File: config.mk
export PLATFORM = sky130hd
export DESIGN_NAME = acc_poll_scheduler
export DESIGN_NICKNAME = d
export VERILOG_FILES = /design/src/rtl/acc_poll_scheduler_pkg.sv /design/src/rtl/acc_poll_scheduler_timer.sv /design/src/rtl/acc_poll_scheduler.sv
export SDC_FILE = /design/constraint.sdc
export NUM_CORES = 1
export LEC_CHECK = 0
export ABC_AREA = 1
export CAP_MARGIN = 5
export CORE_UTILIZATION = 45
export DETAILED_ROUTE_END_ITERATION = 7
export PLACE_DENSITY_LB_ADDON = 0.15
export SYNTH_ARGS = -nofsm -noshare
export SYNTH_HDL_FRONTEND = slang
export SYNTH_SLANG_ARGS = --single-unit
File: constraint.sdc
create_clock -name clk12M -period 1.7 [get_ports clk12M]
set_input_delay 0.17 -clock clk12M [delete_from_list [all_inputs] [get_ports clk12M]]
set_output_delay 0.17 -clock clk12M [all_outputs]
set_load 0.01 [all_outputs]
File: src/rtl/acc_poll_scheduler_pkg.sv
// Shared types and default register constants for the accelerometer poll scheduler.
package acc_pkg;

    typedef enum logic [2:0] {
        INIT_REQ,
        INIT_WAIT,
        IDLE,
        RD_REQ,
        RD_WAIT,
        PUBLISH,
        ERROR
    } acc_state_e;

    localparam logic [7:0] ACC_INIT_REG  = 8'h2D;
    localparam logic [7:0] ACC_INIT_DATA = 8'h08;
    localparam logic [7:0] ACC_DATA_REG0 = 8'h32;

    typedef struct packed {
        logic [15:0] x;
        logic [15:0] y;
        logic [15:0] z;
    } acc_sample_t;

endpackage

File: src/rtl/acc_poll_scheduler_timer.sv
// acc_poll_timer: free-running 0..POLL_DIV-1 counter, one-cycle tick on the wrap cycle.
module acc_poll_timer #(
    parameter int unsigned POLL_DIV = 12000
) (
    input  logic clk12M,
    input  logic rst_n,
    output logic tick
);

    localparam int unsigned CW = (POLL_DIV > 1) ? $clog2(POLL_DIV) : 1;

    logic [CW-1:0] cnt_q, cnt_d;

    always_comb begin
        tick  = (cnt_q == CW'(POLL_DIV - 1));
        cnt_d = tick ? '0 : cnt_q + CW'(1);
    end

    always_ff @(posedge clk12M) begin
        if (!rst_n) begin
            cnt_q <= '0;
        end else begin
            cnt_q <= cnt_d;
        end
    end

endmodule

File: src/rtl/acc_poll_scheduler.sv
// acc_poll_scheduler: one config write after reset, then six byte reads per poll tick into a sample.
// Build option ACC_RETRY_EN: retry a failed transaction up to 3 times before entering ERROR.
module acc_poll_scheduler
    import acc_pkg::*;
#(
    parameter int unsigned POLL_DIV    = 12000,
    parameter logic [7:0]  INIT_REG    = ACC_INIT_REG,
    parameter logic [7:0]  INIT_DATA   = ACC_INIT_DATA,
    parameter logic [7:0]  DATA_REG0   = ACC_DATA_REG0,
    parameter int unsigned RSP_TIMEOUT = 4095
) (
    input  logic        clk12M,
    input  logic        rst_n,
    output logic        cmd_valid,
    input  logic        cmd_ready,
    output logic        cmd_rw,
    output logic [7:0]  cmd_reg,
    output logic [7:0]  cmd_wdata,
    input  logic        rsp_valid,
    input  logic        rsp_nack,
    input  logic [7:0]  rsp_rdata,
    output logic [15:0] acc_x,
    output logic [15:0] acc_y,
    output logic [15:0] acc_z,
    output logic        sample_valid,
    output logic        overrun,
    output logic        err
);

    localparam int unsigned TW = $clog2(RSP_TIMEOUT);

    acc_state_e      state_q, state_d;
    logic [2:0]      idx_q, idx_d;
    logic [TW-1:0]   to_q, to_d;
    logic [5:0][7:0] bytes_q, bytes_d;
    acc_sample_t     sample_q, sample_d;
    logic            cmd_valid_q, cmd_valid_d;
    logic            cmd_rw_q, cmd_rw_d;
    logic [7:0]      cmd_reg_q, cmd_reg_d;
    logic [7:0]      cmd_wdata_q, cmd_wdata_d;
    logic            sample_valid_q, sample_valid_d;
    logic            overrun_q, overrun_d;
    logic            err_q, err_d;
    logic            tick;
    logic            hs;
    logic            fail;
`ifdef ACC_RETRY_EN
    logic [1:0]      retry_q, retry_d;
`endif

    acc_poll_timer #(.POLL_DIV(POLL_DIV)) u_timer (
        .clk12M (clk12M),
        .rst_n  (rst_n),
        .tick   (tick)
    );

    always_comb begin
        state_d        = state_q;
        idx_d          = idx_q;
        to_d           = to_q;
        bytes_d        = bytes_q;
        sample_d       = sample_q;
        sample_valid_d = 1'b0;
        fail           = 1'b0;
        // Handshake uses the registered strobe so the reset cycle can never be accepted.
        hs             = cmd_valid_q && cmd_ready;
        overrun_d      = tick && !(state_q == IDLE || state_q == ERROR);
`ifdef ACC_RETRY_EN
        retry_d        = retry_q;
`endif

        case (state_q)
            INIT_REQ: begin
                if (hs) begin
                    state_d = INIT_WAIT;
                    to_d    = '0;
                end
            end
            INIT_WAIT, RD_WAIT: begin
                if (rsp_valid && !rsp_nack) begin
`ifdef ACC_RETRY_EN
                    retry_d = '0;
`endif
                    if (state_q == INIT_WAIT) begin
                        state_d = IDLE;
                    end else begin
                        bytes_d[idx_q] = rsp_rdata;
                        if (idx_q == 3'd5) begin
                            state_d = PUBLISH;
                        end else begin
                            idx_d   = idx_q + 3'd1;
                            state_d = RD_REQ;
                        end
                    end
                end else if (rsp_valid || to_q == TW'(RSP_TIMEOUT - 1)) begin
                    fail = 1'b1;
                end else begin
                    to_d = to_q + TW'(1);
                end
            end
            IDLE: begin
                if (tick) begin
                    idx_d   = '0;
                    state_d = RD_REQ;
                end
            end
            RD_REQ: begin
                if (hs) begin
                    state_d = RD_WAIT;
                    to_d    = '0;
                end
            end
            PUBLISH: begin
                sample_d.x     = {bytes_q[1], bytes_q[0]};
                sample_d.y     = {bytes_q[3], bytes_q[2]};
                sample_d.z     = {bytes_q[5], bytes_q[4]};
                sample_valid_d = 1'b1;
                state_d        = IDLE;
            end
            ERROR: begin
                if (tick) begin
                    state_d = INIT_REQ;
                end
            end
            default: state_d = INIT_REQ;
        endcase

        if (fail) begin
`ifdef ACC_RETRY_EN
            if (retry_q == 2'd3) begin
                retry_d = '0;
                state_d = ERROR;
            end else begin
                retry_d = retry_q + 2'd1;
                state_d = (state_q == INIT_WAIT) ? INIT_REQ : RD_REQ;
            end
`else
            state_d = ERROR;
`endif
        end

        // Command fields are registered from the next state and held outside the request states.
        cmd_valid_d = (state_d == INIT_REQ) || (state_d == RD_REQ);
        cmd_rw_d    = cmd_rw_q;
        cmd_reg_d   = cmd_reg_q;
        cmd_wdata_d = cmd_wdata_q;
        if (state_d == INIT_REQ) begin
            cmd_rw_d    = 1'b0;
            cmd_reg_d   = INIT_REG;
            cmd_wdata_d = INIT_DATA;
        end else if (state_d == RD_REQ) begin
            cmd_rw_d    = 1'b1;
            cmd_reg_d   = DATA_REG0 + {5'd0, idx_d};
            cmd_wdata_d = '0;
        end
        err_d = (state_d == ERROR);
    end

    always_ff @(posedge clk12M) begin
        if (!rst_n) begin
            state_q        <= INIT_REQ;
            idx_q          <= '0;
            to_q           <= '0;
            bytes_q        <= '0;
            sample_q       <= '0;
            cmd_valid_q    <= 1'b0;
            cmd_rw_q       <= 1'b0;
            cmd_reg_q      <= '0;
            cmd_wdata_q    <= '0;
            sample_valid_q <= 1'b0;
            overrun_q      <= 1'b0;
            err_q          <= 1'b0;
        end else begin
            state_q        <= state_d;
            idx_q          <= idx_d;
            to_q           <= to_d;
            bytes_q        <= bytes_d;
            sample_q       <= sample_d;
            cmd_valid_q    <= cmd_valid_d;
            cmd_rw_q       <= cmd_rw_d;
            cmd_reg_q      <= cmd_reg_d;
            cmd_wdata_q    <= cmd_wdata_d;
            sample_valid_q <= sample_valid_d;
            overrun_q      <= overrun_d;
            err_q          <= err_d;
        end
    end

`ifdef ACC_RETRY_EN
    always_ff @(posedge clk12M) begin
        if (!rst_n) begin
            retry_q <= '0;
        end else begin
            retry_q <= retry_d;
        end
    end
`endif

    assign cmd_valid    = cmd_valid_q;
    assign cmd_rw       = cmd_rw_q;
    assign cmd_reg      = cmd_reg_q;
    assign cmd_wdata    = cmd_wdata_q;
    assign acc_x        = sample_q.x;
    assign acc_y        = sample_q.y;
    assign acc_z        = sample_q.z;
    assign sample_valid = sample_valid_q;
    assign overrun      = overrun_q;
    assign err          = err_q;

endmodule

==> metrics.yaml, run 1 <==
clock.fmax_mhz: 585
setup_slack_ns: -0.0100
syn2layout_area_growth_pct: 34.4
h-tree-depth: 4
gp_congestion: 0.852
synthFlopType: "dfxtp_1"
antenna_found_initial: 0
timing.rr.start: "u_timer.cnt_q[1]"
clk_pin_slew_ns: 0.05
worstPathCellList: "ha_4 -> nand2_4 -> nor2_4 -> nand2_2 -> nor2_4 -> buf_6 -> nor2_1 -> nor2_1 -> nand4_1 -> nand2_1 -> nor2_1"
hold_path_end: "cmd_reg[5]"
wl_per_cell_um: 12.5
clock-sinks: 139
yosys.area.top_type_share_pct: 48.6
ys_seq_area_share_pct: 48.6
cts_buffers: 17
violations: "negative setup slack"
holdPathStages: 2
dieArea_sq_um: 13200
fin_area_sq_um: 7690
dpl_cell_area_sq_um: 6930
die_h_um: 115
yosysWarnings: 0
min_path_type: "reg2reg"
drc_errors: 0
die_w_um: 115
core_area_sq_um: 12200
cp.required_ns: 2.01
track_usage_pct: 22.6
drtPass1Iterations: 4
first_global_vias: 5083
initial_core_util_pct: 46.9
criticalPathCategory: "reg2reg"
dpl.hpwl_mm: 9.52
leakage_nw: 3.12
regMostFlops: "bytes_q"
rows: 40
ys_types: 28
vias: 5302
ioPinCount: 82
path_max_fanout: 6
peakVddDrop_uv: 710
final_nets: 931
root_buffer: "clkbuf_16"
final_core_util_pct: 63.0
r2r_cells: 11
cp_slowest_cell: "dfxtp_2"
yosys-top-cells-count: "163 x nor2_1, 143 x nand2_1, 139 x dfxtp_1"
port-buffer-count: 72
cp-start-kind: "register"
gr-total-overflow: 0
synth_top_cells_by_area: "dfxtp_1 49%, nor2_1 11%, nand2_1 9.4%, nand3_1 6.6%, a21oi_1 5.8%"
finClkSkew_ns: 0.00906
holdCritStartpoint: "cmd_reg[5]"
drtAntennaViolNets: 0
grt_pass1_wl_mm: 23.2
maxSlewViolCount: 0
slowest_delay_ns: 0.35
cts_hold_buf: 0
yosys_register_bits: 139
setup_viol: 3
clock_latency_ns: 0.43
yosysMostFrequentCell: "nor2_1"
period_needed_ns: 1.71
synth.avg_cell_area_sq_um: 7.22
rsz0062_at_grt: "true"
hold_viol_final: 0
async_flop_share_pct: 0
syn_inst: 793
status: "complete, but fails checks"
grt_max_degree: 56
synth_area_sq_um: 5730
initialDrtViolationCount: 319
worstPathArrival_ns: 2.02
synth_top_area_cell: "dfxtp_1"
n_antenna_cell: 0
rrSetupSlack_ns: -0.01
final_layout_size_suffix_gt1_share_pct: 15.4
synth_edf_count: 0
fin_crit_sh_pct: 101
powerDensity_nw_per_um2: 1050
r2r_end: "cmd_reg[1]"
largest_reg_flops: 48
end_kind: "register"
vias_per_cell: 4.85
maxCapViolations: 0
routed_wirelength_mm: 13.7
cts_buffer_depth: 2
cts_tree: "built"
cpMostUsedCell: "nor2_1"
-- cells in the final DEF, fill, tap and decap left out, types with 9 or more instances in the layout --
cell type	Yosys	routed
nand3_1	75	70
inv_1	60	56
buf_4	10	56
nand2_1	143	134
clkbuf_16	0	17
dfxtp_1	139	132
nor3_1	10	9
o21ai_0	59	56
conb_1	1	9
nand2_2	4	9
nor2_1	163	155
clkdlybuf4s50_1	0	72
xor2_1	10	10
a21oi_1	66	64
-- critical path, delay by kind of cell, from the launching register on --
| family | cells | cell delay [ns] |
|---|---|---|
| AND/OR/NAND/NOR | 9 | 1.00 |
| adder cells (fa/ha/maj) | 1 | 0.15 |
| buffers and inverters | 1 | 0.11 |
| flip-flops | 1 | 0.35 |
-- layout make-up --
type / count / area (sq um)
tap: 168 / 210
timing repair buffer: 133 / 1210
clock inverter: 10 / 93.8
inverter: 63 / 236
fill: 1098 / 4520
multi-input combinational: 558 / 2700
sequential: 139 / 2790
clock buffer: 22 / 454
-- logic make-up (layout without fill, tap and decap cells) --
kind of cell	count (synthesis)	in the layout	synth area share, %
AO/OA/AOI/OAI	128	128	11.4
AND/OR/NAND/NOR	405	405	29.4
other	1	9	0.0655
buffers and inverters	104	228	7.71
flip-flops	139	139	48.6
XOR/XNOR	10	10	1.53
adder cells (fa/ha/maj)	6	6	1.31
-- stage by stage --
step / power, mW / setup TNS (ns) / hold WS, ns / std cells / setup WS, ns
floorplan: 4.16 / 0 / 0.305 / 801 / 0.0128
global placement: 4.58 / -10.73 / 0.432 / 1057 / -0.292
detailed placement: 4.60 / -12.08 / 0.452 / 1057 / -0.331
CTS: 8.05 / -0.341 / 0.461 / 1090 / -0.0701
global route: 8.43 / -1.19 / 0.483 / 1093 / -0.157
finish: 8.07 / -0.0211 / 0.451 / 1093 / -0.0100
-- worst max-delay path by stage --
stage / startpoint / end / slack [ns] / depth (start not counted)
finish: u_timer.cnt_q[1] / cmd_reg[1] / -0.01 / 11
global route: u_timer.cnt_q[1] / cmd_reg[5] / -0.16 / 12
CTS: u_timer.cnt_q[1] / cmd_reg[5] / -0.07 / 12
detailed placement: rsp_valid / cmd_reg[2] / -0.33 / 14
global placement: rsp_valid / cmd_reg[2] / -0.29 / 14
floorplan: u_timer.cnt_q[0] / cmd_reg[2] / 0.01 / 13
-- timing repair --
| item | 4_1_cts | 5_1_grt |
|---|---|---|
| resized for setup | 20 | 36 |
| buffers inserted | 2 | 5 |
| endpoints found under the setup margin | 10 | 38 |
| pin swaps | 11 | 15 |
-- power by group --
part | total (mW) | switching, mW | internal, mW | leakage [nW]
Combinational | 1.23 | 0.735 | 0.494 | 1.74
Clock | 3.40 | 1.36 | 2.05 | 0.260
Sequential | 3.44 | 0.0741 | 3.37 | 1.13
Total | 8.07 | 2.17 | 5.91 | 3.12
-- per-layer routing --
| layer | vias to the layer above | global-route usage (%) | part of all wire, % |
|---|---|---|---|
| met5 | - | 0 | 0 |
| met4 | 0 | 7.62 | 0.97 |
| met3 | 12 | 6.75 | 4.7 |
| met2 | 110 | 37.8 | 47 |
| met1 | 2410 | 27.9 | 47 |
| li1 | 2770 | - | - |
Power figures use the tool's default switching activity.
==> run 2: changes to the inputs <==
==> constraint.sdc (replaced) <==
create_clock -name clk12M -period 2.15 [get_ports clk12M]
set_input_delay 0.215 -clock clk12M [delete_from_list [all_inputs] [get_ports clk12M]]
set_output_delay 0.215 -clock clk12M [all_outputs]
set_load 0.01 [all_outputs]
==> metrics.yaml, run 2 (synthesis results as in run 1) <==
wl_per_cell_um: 12.5  # -0.58%
holdCritStartpoint: "cmd_reg[5]"
tns_ns: 0  # +0.0211 ns
die_w_um: 115  # unchanged
core_area_sq_um: 12200  # unchanged
dieArea_sq_um: 13200  # unchanged
setup_viol: 0  # -3
root_buffer: "clkbuf_16"
drtPass1Iterations: 5  # +1
first_global_vias: 4758  # -6.4%
placed_cells: 1016  # -3.9%
post-place-ws_ns: 0.118  # +0.449 ns
drtAntennaViolNets: 0  # unchanged
end_kind: "register"
gp_congestion: 0.863  # +1.3%
cts_resized: 0  # -100%
antenna_found_initial: 0  # unchanged
worstPathArrival_ns: 2.26  # +0.24 ns
cp.required_ns: 2.46  # +0.45 ns
drc_errors: 0  # unchanged
port-buffer-count: 72  # unchanged
leakage_nw: 2.91  # -6.9%
cts_tree: "built"
routed_wirelength_mm: 13.1  # -4.8%
regMostFlops: "bytes_q"
cts_hold_buf: 0  # unchanged
clock-sinks: 139  # unchanged
die_h_um: 115  # unchanged
h-tree-depth: 4  # unchanged
vias: 5141  # -3.0%
vias_per_cell: 4.91  # +1.2%
setup_slack_ns: 0.197  # +0.207 ns
postCtsSetupBuffers: 0  # -2
maxSlewViolCount: 0  # unchanged
clock_latency_ns: 0.42  # about the same
fillers: 1145  # +4.3%
holdWs_ns: 0.444  # -0.00730 ns
initialDrtViolationCount: 279  # -13%
dpl.hpwl_mm: 8.89  # -6.6%
rsz0062_at_grt: "false"
criticalPathCategory: "reg2reg"
period_needed_ns: 1.95  # +0.243 ns
grt_pass1_wl_mm: 22.0  # -5.2%
fin_crit_sh_pct: 90.8  # -9.7 points
n_antenna_cell: 0  # unchanged
status: "complete, no violations"
mostFrequentLayoutCell: "nor2_1"
timing.rr.start: "u_timer.cnt_q[0]"
path_max_fanout: 8  # +2
gr-total-overflow: 0  # unchanged
clock.fmax_mhz: 512  # -12%
initial_core_util_pct: 46.9  # unchanged
hold_viol_final: 0  # unchanged
rows: 40  # unchanged
track_usage_pct: 21.3  # -1.4 points
final_cell_count_no_fill: 1047  # -4.2%
cts_buffers: 17  # unchanged
final_layout_size_suffix_gt1_share_pct: 6.94  # -8.4 points
grt_max_degree: 50  # -11%
final_nets: 886  # -4.8%
peakVddDrop_uv: 631  # -11%
maxCapViolations: 0  # unchanged
final_cell_mix: "163 x nor2_1, 143 x nand2_1, 138 x dfxtp_1, 75 x nand3_1, 72 x clkdlybuf4s50_1"
cts_buffer_depth: 2  # unchanged
powerDensity_nw_per_um2: 905  # -14%
clk_pin_slew_ns: 0.05  # about the same
min_path_type: "reg2reg"
syn2layout_area_growth_pct: 26.2
ioPinCount: 82  # unchanged
fin_area_sq_um: 7230  # -6.0%
dpl_cell_area_sq_um: 6600  # -4.6%
largest_reg_flops: 48  # unchanged
critPathLaunch: "u_timer.cnt_q[0]"
finClkSkew_ns: 0.00827  # -0.000798 ns
cp-start-kind: "register"
==> run 2: cell types whose count changed in the layout (fill, tap and decap cells not counted), sizes merged <==
cell | before | now
clkinvlp | 3 | 0
bufinv | 1 | 4
buf | 61 | 16
clkbuf | 22 | 21
==> run 2: where the power goes <==
group | internal, mW | switching (mW)
clock | 2.00 | 1.08
sequential | 2.66 | 0.0642
combinational | 0.246 | 0.498
==> run 2: layout make-up <==
class | count | area [sq um] | share of cell area [%]
tap | 168 | 210 | 2.91
inverter | 63 | 236 | 3.27
multi-input combinational | 558 | 2530 | 35.0
clock inverter | 10 | 165 | 2.28
clock buffer | 21 | 460 | 6.37
timing repair buffer | 88 | 841 | 11.6
sequential | 139 | 2780 | 38.5
==> run 2: per-stage QoR <==
stage	total power, mW	util, %
2_1_floorplan	3.29	-
3_3_place_gp	3.50	54.1
3_5_place_dp	3.52	54.1
4_1_cts	6.59	59.2
5_1_grt	6.81	59.2
6_report	6.54	59.2
==> run 2: critical path, stage by stage, from the launching register on <==
cell and delay (ns):
dfxtp_1 0.35, ha_1 0.17, nand2_1 0.07, nor2_1 0.16
nand2_1 0.07, nor2_1 0.18, nand2_1 0.11, buf_4 0.16
nand2_2 0.07, nand3_2 0.19, inv_2 0.14, nand2_1 0.06
o21ai_0 0.06, nor2_1 0.05
==> run 2: worst paths after layout <==
| kind | endpoint | slack [ns] | cells past startpoint |
|---|---|---|---|
| min reg2reg | cmd_reg[5] | 0.44 | 2 |
| max | cmd_reg[1] | 0.20 | 13 |
| min | cmd_reg[5] | 0.44 | 2 |
| max reg2reg | cmd_reg[1] | 0.20 | 13 |
==> run 2: per-layer routing <==
metal  track usage (%)  vias to the layer above  part of all wire, %
met2              34.9                      123                   47
met3              6.48                       17                  5.4
met4              7.27                        0                  1.3
met1              26.6                     2325                   47
li1                  -                     2676                    -
met5                 0                        -                    0
==> run 3: changes to the inputs <==
--- a/config.mk
+++ b/config.mk
@@ -7,7 +7,8 @@
 export LEC_CHECK = 0
 export ABC_AREA = 1
 export CAP_MARGIN = 5
-export CORE_UTILIZATION = 45
+export CORE_MARGIN = 1
+export CORE_UTILIZATION = 35
 export DETAILED_ROUTE_END_ITERATION = 7
 export PLACE_DENSITY_LB_ADDON = 0.15
 export SYNTH_ARGS = -nofsm -noshare
==> metrics.yaml, run 3 (synthesis results as in run 1) <==
worst_slew_pin_slew_ns: 0.542
powerDensity_nw_per_um2: 889  # -1.8%
switching_power_mw: 1.66  # +1.1%
comb_power_share_pct: 11.8  # +0.4 points
criticalPathCategory: "reg2reg"
holdWs_ns: 0.449  # +0.00502 ns
path_buf_inv: 2  # unchanged
tns_ns: 0  # unchanged
initial_core_util_pct: 35.9  # -11 points
drtAntennaViolNets: 0  # unchanged
dpl_cell_area_sq_um: 6680  # +1.2%
path_max_fanout: 3  # -5
cpMostUsedCell: "nand2_1"
wl_per_cell_um: 12.6  # +0.85%
mostFrequentLayoutCell: "nor2_1"
cp_slowest_cell: "dfxtp_1"
first_global_vias: 4776  # +0.38%
vias: 4978  # -3.2%
period_needed_ns: 1.91  # -0.0435 ns
largest_reg_flops: 48  # unchanged
vias_per_cell: 4.53  # -7.7%
track_usage_pct: 17.7  # -3.6 points
clkPwrFrac_pct: 46.4  # -0.7 points
status: "complete, no violations"
port-buffer-count: 72  # unchanged
setup_slack_ns: 0.240  # +0.0435 ns
die_h_um: 130  # +13%
switching_share_pct: 25.6  # +0.47 points
cts_buffers: 17  # unchanged
final_cell_mix: "162 x nor2_1, 142 x nand2_1, 138 x dfxtp_1, 75 x nand3_1, 72 x clkdlybuf4s50_1"
die_w_um: 130  # +13%
h-tree-depth: 4  # unchanged
cp-start-kind: "register"
gr-total-overflow: 0  # unchanged
slowest_delay_ns: 0.35  # about the same
root_buffer: "clkbuf_16"
maxSlewViolCount: 0  # unchanged
n_antenna_cell: 0  # unchanged
end_kind: "register"
worstPathCellList: "ha_1 -> nand2_1 -> inv_1 -> nand2_1 -> nor3_1 -> nand3_1 -> nand3_1 -> nand2_1 -> ha_1 -> nor2_1 -> nor2_1 -> nand2_1 -> inv_1"
grt_pass1_wl_mm: 23.4  # +6.2%
maxCapViolations: 0  # unchanged
cts_tree: "built"
drtPass1Iterations: 4  # -1
dpl.hpwl_mm: 9.36  # +5.3%
relSlewSlack_pct: 63.8
clk_pin_slew_ns: 0.06  # about the same
min_path_type: "reg2reg"
gp_congestion: 0.805  # -6.7%
final_nets: 888  # +0.23%
clock_latency_ns: 0.42  # about the same
cts_resized: 0  # unchanged
clock-sinks: 139  # unchanged
final_layout_size_suffix_gt1_share_pct: 7.37  # +0.43 points
fin_area_sq_um: 7300  # +1.0%
cts_hold_buf: 0  # unchanged
rsz0062_at_grt: "false"
sequentialPowerShare_pct: 41.8  # +0.2 points
routed_wirelength_mm: 13.8  # +5.8%
drc_errors: 0  # unchanged
fin_crit_sh_pct: 88.8  # -2.0 points
cp.required_ns: 2.46  # about the same
core_area_sq_um: 15900  # +31%
post-place-ws_ns: -0.0182  # -0.136 ns
p_int_mw: 4.83  # -1.4%
hold_viol_final: 0  # unchanged
syn2layout_area_growth_pct: 27.6
ioPinCount: 82  # unchanged
peakVddDrop_uv: 663  # +5.2%
finClkSkew_ns: 0.0153  # +0.00700 ns
clock.fmax_mhz: 524  # +2.3%
cts_buffer_depth: 2  # unchanged
postCtsSetupBuffers: 0  # unchanged
critical_path.top_delay_family: "simple AND/OR/NAND/NOR gates"
initialDrtViolationCount: 378  # +35%
antenna_found_initial: 0  # unchanged
dieArea_sq_um: 16900  # +28%
worstPathArrival_ns: 2.22  # -0.04 ns
regMostFlops: "bytes_q"
leakage_nw: 2.91  # +0.11%
grt_max_degree: 50  # unchanged
rows: 46  # +15%
setup_viol: 0  # unchanged
-- run 3: worst paths after layout --
check | from | end | slack [ns] | cells after the start
setup / recovery | u_timer.cnt_q[0] | cmd_reg[2] | 0.24 | 13
hold / removal | u_timer.cnt_q[0] | u_timer.cnt_q[0] | 0.45 | 1
setup reg to reg | u_timer.cnt_q[0] | cmd_reg[2] | 0.24 | 13
hold reg to reg | u_timer.cnt_q[0] | u_timer.cnt_q[0] | 0.45 | 1
-- run 3: cell type report --
cell class                      instances  area, sq um
Fill cell                            1631         8640
Sequential cell                       139         2780
Multi-Input combinational cell        558         2540
Timing Repair Buffer                   90          856
Clock buffer                           23          478
Tap cell                              216          270
Inverter                               63          236
Clock inverter                          9          138
-- run 3: through the flow --
step	power, mW	util, %	cells
final	6.50	45.8	1098
after global routing	6.80	45.8	1098
after CTS	6.58	45.8	1098
after detailed placement	3.54	41.9	1066
after global placement	3.55	41.9	1066
after floorplan	3.29	-	801
-- run 3: power by group through the flow --
stage	Clock [mW]	Sequential, mW	Combinational, mW
after floorplan	0	2.78	0.509
after global placement	0	2.77	0.772
after detailed placement	0	2.77	0.771
after CTS	3.09	2.72	0.774
after global routing	3.20	2.73	0.869
final	3.01	2.72	0.767
-- run 3: metal layers --
layer / wire length [um] / up-vias / GRT usage (%)
met1: 7100 / 2211 / 24.0
li1: - / 2690 / -
met3: 517 / 4 / 4.67
met5: 0 / - / 0
met2: 6120 / 73 / 27.5
met4: 72 / 0 / 5.20
-- run 3: worst register-to-register path, stage by stage, from the launching register on --
cell and delay (ns):
dfxtp_1 0.35, ha_1 0.18, nand2_1 0.08, inv_1 0.09, nand2_1 0.09, nor3_1 0.17, nand3_1 0.12, nand3_1 0.11
nand2_1 0.08, ha_1 0.28, nor2_1 0.11, nor2_1 0.05, nand2_1 0.08, inv_1 0.03
